<file path="src/rtl/tt_sweep_pkg.sv">
// Shared state codes and sizing helpers for the truth-table sweep controller.
package tt_sweep_pkg;

  typedef logic [1:0] state_t;

  localparam state_t S_IDLE   = 2'd0;
  localparam state_t S_APPLY  = 2'd1;
  localparam state_t S_SAMPLE = 2'd2;
  localparam state_t S_DONE   = 2'd3;

  function automatic int n_vec(input int n_in);
    return 1 << n_in;
  endfunction

  function automatic int tt_idx(input int k, input int v, input int n_in);
    return k * n_vec(n_in) + v;
  endfunction

  // Counter width able to hold SETTLE_CYC-1; never narrower than one bit.
  function automatic int settle_w(input int settle_cyc);
    return (settle_cyc > 1) ? $clog2(settle_cyc) : 1;
  endfunction

endpackage

</file>
<file path="src/rtl/tt_settle_timer.sv">
// Loadable down-counter that times how long each vector is held before sampling.
module tt_settle_timer
  import tt_sweep_pkg::*;
#(
  parameter int SETTLE_CYC = 1
) (
  input  logic i_clk,
  input  logic i_rst,
  input  logic i_load,
  input  logic i_dec,
  output logic o_expired
);

  localparam int CW = settle_w(SETTLE_CYC);
  localparam logic [CW-1:0] LOAD_V = (SETTLE_CYC > 0) ? CW'(SETTLE_CYC - 1) : '0;

  logic [CW-1:0] r_cnt;

  // Loading SETTLE_CYC-1 makes the hold state last exactly SETTLE_CYC cycles.
  always_ff @(posedge i_clk) begin
    if (i_rst)                      r_cnt <= '0;
    else if (i_load)                r_cnt <= LOAD_V;
    else if (i_dec && r_cnt != '0)  r_cnt <= r_cnt - CW'(1);
  end

  assign o_expired = (r_cnt == '0);

endmodule

</file>
<file path="src/rtl/tt_sweep_ctrl.sv">
// Exhaustive truth-table sweeper for a combinational function bank.
// Optional golden compare is built when TT_SWEEP_GOLDEN_CHECK_EN is defined.
module tt_sweep_ctrl
  import tt_sweep_pkg::*;
#(
  parameter int N_IN       = 2,
  parameter int N_OUT      = 16,
  parameter int SETTLE_CYC = 1
) (
  input  logic                          i_clk,
  input  logic                          i_rst,
  input  logic                          i_start,
  output logic                          o_busy,
  output logic                          o_done,
  output logic [N_IN-1:0]               o_x,
  input  logic [N_OUT-1:0]              i_f,
  output logic [N_OUT*(2**N_IN)-1:0]    o_tt,
  output logic                          o_tt_valid
`ifdef TT_SWEEP_GOLDEN_CHECK_EN
  ,
  input  logic [N_OUT*(2**N_IN)-1:0]    i_golden,
  output logic [N_OUT-1:0]              o_mismatch,
  output logic                          o_pass
`endif
);

  localparam int NV  = n_vec(N_IN);
  localparam int TTW = N_OUT * NV;
  // With no settle time the hold state is skipped and every cycle samples.
  localparam state_t S_HOLD = (SETTLE_CYC == 0) ? S_SAMPLE : S_APPLY;

  state_t          r_state;
  logic [N_IN:0]   r_x;
  logic [TTW-1:0]  r_tt;
  logic            r_tt_valid;

  logic            w_accept;
  logic            w_last;
  logic            w_expired;
  logic [NV-1:0]   w_dec;
  logic [TTW-1:0]  w_tt_nxt;

  assign w_accept = (r_state == S_IDLE) && i_start;
  assign w_last   = (r_x == (N_IN+1)'(NV - 1));
  assign w_dec    = (r_state == S_SAMPLE) ? (NV'(1) << r_x[N_IN-1:0]) : '0;

  tt_settle_timer #(.SETTLE_CYC(SETTLE_CYC)) u_timer (
    .i_clk     (i_clk),
    .i_rst     (i_rst),
    .i_load    (w_accept || ((r_state == S_SAMPLE) && !w_last)),
    .i_dec     (r_state == S_APPLY),
    .o_expired (w_expired)
  );

  // Table as it will be after this cycle's sample: column x of every row takes f.
  for (genvar k = 0; k < N_OUT; k++) begin : g_row
    assign w_tt_nxt[tt_idx(k, 0, N_IN) +: NV] =
      (r_tt[tt_idx(k, 0, N_IN) +: NV] & ~w_dec) | ({NV{i_f[k]}} & w_dec);
  end

  always_ff @(posedge i_clk) begin
    if (i_rst) begin
      r_state    <= S_IDLE;
      r_x        <= '0;
      r_tt       <= '0;
      r_tt_valid <= 1'b0;
    end else begin
      case (r_state)
        S_IDLE: if (i_start) begin
          r_state    <= S_HOLD;
          r_x        <= '0;
          r_tt       <= '0;
          r_tt_valid <= 1'b0;
        end
        S_APPLY: if (w_expired) r_state <= S_SAMPLE;
        S_SAMPLE: begin
          r_tt <= w_tt_nxt;
          if (w_last) begin
            r_state    <= S_DONE;
            r_x        <= '0;
            r_tt_valid <= 1'b1;
          end else begin
            r_state <= S_HOLD;
            r_x     <= r_x + (N_IN+1)'(1);
          end
        end
        S_DONE:  r_state <= S_IDLE;
        default: r_state <= S_IDLE;
      endcase
    end
  end

  assign o_busy     = (r_state == S_APPLY) || (r_state == S_SAMPLE);
  assign o_done     = (r_state == S_DONE);
  assign o_x        = r_x[N_IN-1:0];
  assign o_tt       = r_tt;
  assign o_tt_valid = r_tt_valid;

`ifdef TT_SWEEP_GOLDEN_CHECK_EN
  logic [N_OUT-1:0] w_mis;
  logic [N_OUT-1:0] r_mis;
  logic             r_pass;

  for (genvar k = 0; k < N_OUT; k++) begin : g_cmp
    assign w_mis[k] = (w_tt_nxt[tt_idx(k, 0, N_IN) +: NV] != i_golden[tt_idx(k, 0, N_IN) +: NV]);
  end

  // Compared against the post-sample table so the last vector is included.
  always_ff @(posedge i_clk) begin
    if (i_rst || w_accept) begin
      r_mis  <= '0;
      r_pass <= 1'b0;
    end else if ((r_state == S_SAMPLE) && w_last) begin
      r_mis  <= w_mis;
      r_pass <= ~|w_mis;
    end
  end

  assign o_mismatch = r_mis;
  assign o_pass     = r_pass;
`endif

endmodule
</file>
<file path="config.mk">
export PLATFORM = sky130hd
export DESIGN_NAME = tt_sweep_ctrl
export DESIGN_NICKNAME = d
export VERILOG_FILES = /design/src/rtl/tt_sweep_pkg.sv /design/src/rtl/tt_settle_timer.sv /design/src/rtl/tt_sweep_ctrl.sv
export SDC_FILE = /design/constraint.sdc
export NUM_CORES = 1
export LEC_CHECK = 0
export ABC_AREA = 1
export CAP_MARGIN = 20
export CORE_AREA = 2 2 87 89
export CTS_CLUSTER_SIZE = 40
export DETAILED_ROUTE_END_ITERATION = 7
export DIE_AREA = 0 0 89 91
export PLACE_DENSITY = 0.74
export REMOVE_ABC_BUFFERS = 1
export SLEW_MARGIN = 30
export SYNTH_ARGS = -nofsm -noshare
export SYNTH_HDL_FRONTEND = slang
export SYNTH_HIERARCHICAL = 1
export SYNTH_SLANG_ARGS = --single-unit
</file>
<file path="constraint.sdc">
create_clock -name i_clk -period 1.6 [get_ports i_clk]
set_clock_uncertainty 0.05 [all_clocks]
set_input_delay 0.16 -clock i_clk [delete_from_list [all_inputs] [get_ports i_clk]]
set_output_delay 0.16 -clock i_clk [all_outputs]
set_load 0.005 [all_outputs]
</file>
==> results of run 1 <==
## where the power goes
part	internal, mW	switching [mW]
Clock	0.767	0.688
Combinational	0.594	0.741
Sequential	1.83	0.0439
Total	3.19	1.47
## cells by family after synthesis
logic type	Yosys count	synth area share
buffers and inverters	52	0.09267
flip-flops	71	0.4807
AND/OR/NAND/NOR	184	0.2552
adder cells (fa/ha/maj)	9	0.03809
AO/OA/AOI/OAI	72	0.1333
## placed cells by master, fill, tap and decap left out, types with 2 or more instances in the layout
master	n
dfxtp_1	69
buf_6	4
nor2_1	120
dfxtp_2	2
nor2_2	4
nand3_1	4
o21ai_4	3
clkinvlp_4	2
clkdlybuf4s50_1	85
nand2_1	45
buf_4	11
a21oi_1	8
buf_12	7
clkbuf_8	10
o21ai_0	22
ha_1	7
nand2_8	2
nand2_4	2
inv_2	5
o21ai_1	31
o21ai_2	8
nor2_4	4
inv_1	27
## cell type report
cell class	count	area (sq um)
clock buffer	10	137.6
clock inverter	6	67.56
fill	652	2760
inverter	32	120.1
multi-input combinational	265	1341
sequential	71	1424
tap	99	123.9
timing repair buffer	110	1162
## sequential cells by signal, indices dropped and copies added, names as in the netlist
register,flops
o_tt,64
o_tt_valid,1
r_state,2
r_x,3
u_timer/r_cnt,1
## through the flow
step	worst slack (ps)	hold WS (ps)	total power, mW
floorplan	-243.3	179.1	2.542
global placement	-1.906	377.7	2.960
detailed placement	-82.80	380.6	2.979
CTS	6.662	351.1	4.539
global route	-37.09	388.5	4.931
finish	34.70	369.4	4.666
## path summary, 6_finish.rpt
| kind | to | slack (ps) | cells after the start |
|---|---|---|---|
| setup / recovery | o_tt[6] | 30 | 9 |
| setup reg to reg | o_tt[6] | 30 | 9 |
| hold reg to reg | u_timer/r_cnt | 390 | 2 |
| hold / removal | o_tt[3] | 370 | 3 |
## per-layer routing
layer | wire length, microns | up-vias
met5 | 0 | -
met4 | 146 | 0
met3 | 515 | 15
met2 | 3994 | 96
met1 | 3433 | 1298
li1 | - | 1416
## repair_timing
action / CTS / global route
pin swaps: 7 / 7
setup buffers: 10 / 1
setup endpoints to repair: 61 / 69
gates cloned: 0 / 1
gates resized for setup: 6 / 52
## worst max-delay path: cells and delay by family (launching register included)
kind	cells	cell delay, ps
and+or+nand+nor	3	390
adders and majority gates	1	130
DFF	1	330
buffers and inverters	4	400
AOI/OAI and AO/OA	1	160
==> results.sh, run 1 <==
export IMPL_status="finished, final reports clean"
export IMPL_htreeDepth=3
export IMPL_synth_cell_types=22
export IMPL_grtUsageMet1=0.2533
export IMPL_clk_pin_slew_ps=80
export IMPL_clock_sinks=71
export IMPL_yosys_area_top_type="dfxtp_1"
export IMPL_min_period_over_period=0.9783
export IMPL_max_cap_viol_count=0
export IMPL_crit_chain="inv_2, buf_4, ha_4, inv_2, nor2_4, nor2_4, buf_12, o21ai_0, nor2_1"
export IMPL_vias_per_cell=4.764
export IMPL_antenna_found_initial=0
export IMPL_avgSynthCellArea_sq_um=7.620
export IMPL_relSlewSlack=0.8240
export IMPL_grt_max_degree=63
export IMPL_initial_core_util=0.4143
export IMPL_dp_cells=565
export IMPL_r2r_start="r_state[0]"
export IMPL_synth_top_cells_by_count="nor2_1, dfxtp_1, o21ai_0"
export IMPL_max_clock_path_buffers=2
export IMPL_yosysWarningCount=6
export IMPL_synth_edf_count=0
export IMPL_drtPass1Iterations=5
export IMPL_grt_setup_unrepaired="yes"
export IMPL_numCtsBuffers=9
export IMPL_synthTopCellsByArea="dfxtp_1, nor2_1, o21ai_0"
export IMPL_max_slew_worst_pin_slew_ps=263.4
export IMPL_cts_tree="built"
export IMPL_grtUsageMet3=0.05636
export IMPL_core_area_sq_um=7137
export IMPL_area_growth_pct=48.03
export IMPL_synth_ff_type="dfxtp_1"
export IMPL_final_util=0.6133
export IMPL_drive_gt1_frac=0.1457
export IMPL_drt_initial_drc_count=117
export IMPL_clockRootBuffer="clkbuf_8"
export IMPL_num_vias=2825
export IMPL_drcViolationCount=0
export IMPL_grt_use_total=0.1978
export IMPL_synth_top_area_frac=0.4807
export IMPL_critPathLaunch="r_state[0]"
export IMPL_grt_overflow_total=0
export IMPL_wirelength_microns=8089
export IMPL_postRouteAntennaNets=0
export IMPL_hp_class="in -> reg"
export IMPL_design_area_sq_um=4377
export IMPL_yosysMostFrequentCell="nor2_1"
export IMPL_grt_first_pass_wirelength_microns=12450
export IMPL_grt_busiest_layer="met2"
export IMPL_p_per_area_nw_per_um2=1066
export IMPL_cts_hold_fix_buffers=0
export IMPL_cpPeakStageDelay_ps=330
export IMPL_syn_area_sq_um=2957
export IMPL_irDropWorstVdd_uv=535.6
export IMPL_grt_pass1_vias=2624
export IMPL_ios=88
export IMPL_antenna_cells_inserted=0
export IMPL_globalplace_congestion=0.8068
export IMPL_ys_seq_elements=71
export IMPL_clock_fmax_mhz=638.9
export IMPL_dpl_hpwl_microns=5229
export IMPL_drv_slew=0
export IMPL_finalNonFillerCells=593
export IMPL_std_cell_rows=31
export IMPL_p_leak_nw=1.920
export IMPL_ys_seq_area_frac=0.4807
export IMPL_met2_usage=0.3184
export IMPL_clock_latency_ps=340
export IMPL_critPathLaunchType="flip-flop"
export IMPL_cp_end_kind="flip-flop"
export IMPL_synthCells=388
export IMPL_hold_viol=0
export IMPL_min_period_ps=1565
export IMPL_cp_slowest_cell="dfxtp_2"
export IMPL_synthArstFlopShare=0
export IMPL_io_buffers=87
export IMPL_die_y_microns=91
export IMPL_finalSetupViolCount=0
export IMPL_dieArea_sq_um=8099
export IMPL_path_class="reg -> reg"
export IMPL_nets=517
export IMPL_routedWlPerCell_microns=13.64
export IMPL_hold_start="i_f[0]"
export IMPL_arrival_ps=1760
export IMPL_path_max_fanout=14
export IMPL_worstPathRequired_ps=1790
export IMPL_placed_area_sq_um=3905
export IMPL_fin_setup_tns_ps=0
export IMPL_die_x_microns=89
(Power assumes the default switching activity.)
==> inputs of run 2 (changes only) <==
- clock period: 1.6 -> 1.44 ns (I/O delays scaled with it)
==> results.sh, run 2 (synthesized netlist as in run 1, its figures left out) <==
export IMPL_grt_first_pass_wirelength_microns=14680
export IMPL_intPower_mw=4.177
export IMPL_swShare=0.3192
export IMPL_drt_initial_drc_count=158
export IMPL_clk_pin_slew_ps=80
export IMPL_cts_hold_fix_buffers=0
export IMPL_status="finished with violations"
export IMPL_combPwrFrac=0.306
export IMPL_clockRootBuffer="clkbuf_8"
export IMPL_finalSetupViolCount=64
export IMPL_p_switching_mw=1.959
export IMPL_die_x_microns=89
export IMPL_final_common_cell="nor2_1"
export IMPL_globalplace_congestion=0.7720
export IMPL_area_growth_pct=65.76
export IMPL_max_slew_worst_pin_slew_ps=391.9
export IMPL_fin_ws_ps=-151.8
export IMPL_drtPass1Iterations=4
export IMPL_die_y_microns=91
export IMPL_dieArea_sq_um=8099
export IMPL_postRouteAntennaNets=0
export IMPL_nets=533
export IMPL_worstPathRequired_ps=1640
export IMPL_drcViolationCount=0
export IMPL_critPathLaunchType="flip-flop"
export IMPL_core_area_sq_um=7137
export IMPL_cts_tree="built"
export IMPL_p_leak_nw=2.237
export IMPL_multi_input_area_sq_um=1664
export IMPL_max_clock_path_buffers=2
export IMPL_cp_end_kind="flip-flop"
export IMPL_io_buffers=87
export IMPL_violations="setup timing"
export IMPL_clock_sinks=71
export IMPL_wl_met1_microns=3836
export IMPL_largest_register_ffs=64
export IMPL_grt_setup_unrepaired="yes"
export IMPL_dpl_hpwl_microns=5410
export IMPL_htreeDepth=3
export IMPL_grt_use_total=0.2350
export IMPL_finalPower_mw=6.136
export IMPL_min_period_ps=1592
export IMPL_p_per_area_nw_per_um2=1252
export IMPL_grt_overflow_total=0
export IMPL_ios=88
export IMPL_regArea_sq_um=1459
export IMPL_highest_layer="met4"
export IMPL_grt_pass1_vias=2973
export IMPL_numCtsBuffers=9
export IMPL_hold_viol=0
export IMPL_max_cap_viol_count=0
export IMPL_min_period_over_period=1.105
export IMPL_irDropWorstVdd_uv=581.2
export IMPL_wirelength_microns=9391
export IMPL_grt_max_degree=63
export IMPL_antenna_cells_inserted=0
export IMPL_std_cell_rows=31
export IMPL_drv_slew=0
export IMPL_routedWlPerCell_microns=15.42
export IMPL_relSlewSlack=0.7377
export IMPL_p_seq_frac=0.343
export IMPL_n_fill_cell=560
export IMPL_design_area_sq_um=4901
export IMPL_wl_met2_microns=4620
export IMPL_placed_area_sq_um=3965
export IMPL_wl_met3_microns=724
export IMPL_antenna_found_initial=0
export IMPL_drive_gt1_frac=0.3510
export IMPL_initial_core_util=0.4143
export IMPL_path_max_fanout=6
export IMPL_clock_latency_ps=360
export IMPL_power_share_clock=0.351
export IMPL_vias_per_cell=4.916
export IMPL_num_vias=2994
export IMPL_path_class="reg -> reg"
export IMPL_clock_fmax_mhz=628.2
export IMPL_hp_class="in -> reg"
export IMPL_layout_common_cells="nor2_1, clkdlybuf4s50_1, dfxtp_1, nand2_1, o21ai_2"
export IMPL_arrival_ps=1790
run 2: cell count changes in the layout (fill, tap and decap cells not counted), sizes merged, moves of 3 or more:
cell and delta:
bufinv +3, clkdlybuf4s50 -14, buf +13, dlygate4sd2 +4, o21ai +3, dlymetal6s2s +9
run 2: cell type report:
type,count,share of cell area
Multi-Input combinational cell,270,0.3395
Clock inverter,7,0.02936
Timing Repair Buffer,121,0.2568
Tap cell,99,0.02527
Clock buffer,9,0.02527
Sequential cell,71,0.2977
Inverter,32,0.02604
run 2: power groups by stage:
stage	clock [mW]	combinational, mW	sequential (mW)
floorplan	0	0.703	2.12
global placement	0	1.23	2.12
detailed placement	0	1.25	2.12
CTS	2.16	1.73	2.09
global route	2.23	2.03	2.11
finish	2.16	1.88	2.10
run 2: metal layers:
metal | global-route usage | vias up
li1 | - | 1455
met1 | 0.2966 | 1383
met2 | 0.3843 | 135
met3 | 0.04909 | 21
met4 | 0.09826 | 0
met5 | 0 | -
run 2: worst max-delay path: stages, from the launching register on:
cell	delay, ps
dfxtp_2	330
inv_2	80
buf_6	110
ha_4	150
inv_4	50
nor2_4	230
nor2_4	70
buf_6	150
o21ai_1	190
nor2_1	80
run 2: repair_timing:
| item | CTS | global route |
|---|---|---|
| buffers inserted | 16 | 0 |
| resized for setup | 142 | 74 |
| pin swaps | 18 | 15 |
| setup endpoints to repair | 72 | 99 |
| gates cloned | 6 | 1 |
run 2: final timing paths:
| check | start | end | slack, ps | cells past startpoint |
|---|---|---|---|---|
| worst max register to register | r_state[0] | o_tt[7] | -150 | 9 |
| worst max-delay path | r_state[0] | o_tt[7] | -150 | 9 |
| worst min-delay path | i_f[12] | o_tt[51] | 340 | 3 |
| worst min register to register | r_x[2] | r_x[2] | 400 | 2 |
run 2: metrics by stage:
stage          TNS [ps]  cells  setup WS [ps]    util  hold slack, ps
2_1_floorplan    -26290    368         -403.3       -           163.1
3_3_place_gp      -5816    573         -118.2  0.5556           378.3
3_5_place_dp      -9123    573         -201.2  0.5556           385.5
4_1_cts           -1508    608         -65.08  0.6604           346.6
5_1_grt           -7911    609         -230.2  0.6867           370.6
6_report          -3212    609         -151.8  0.6867           341.9
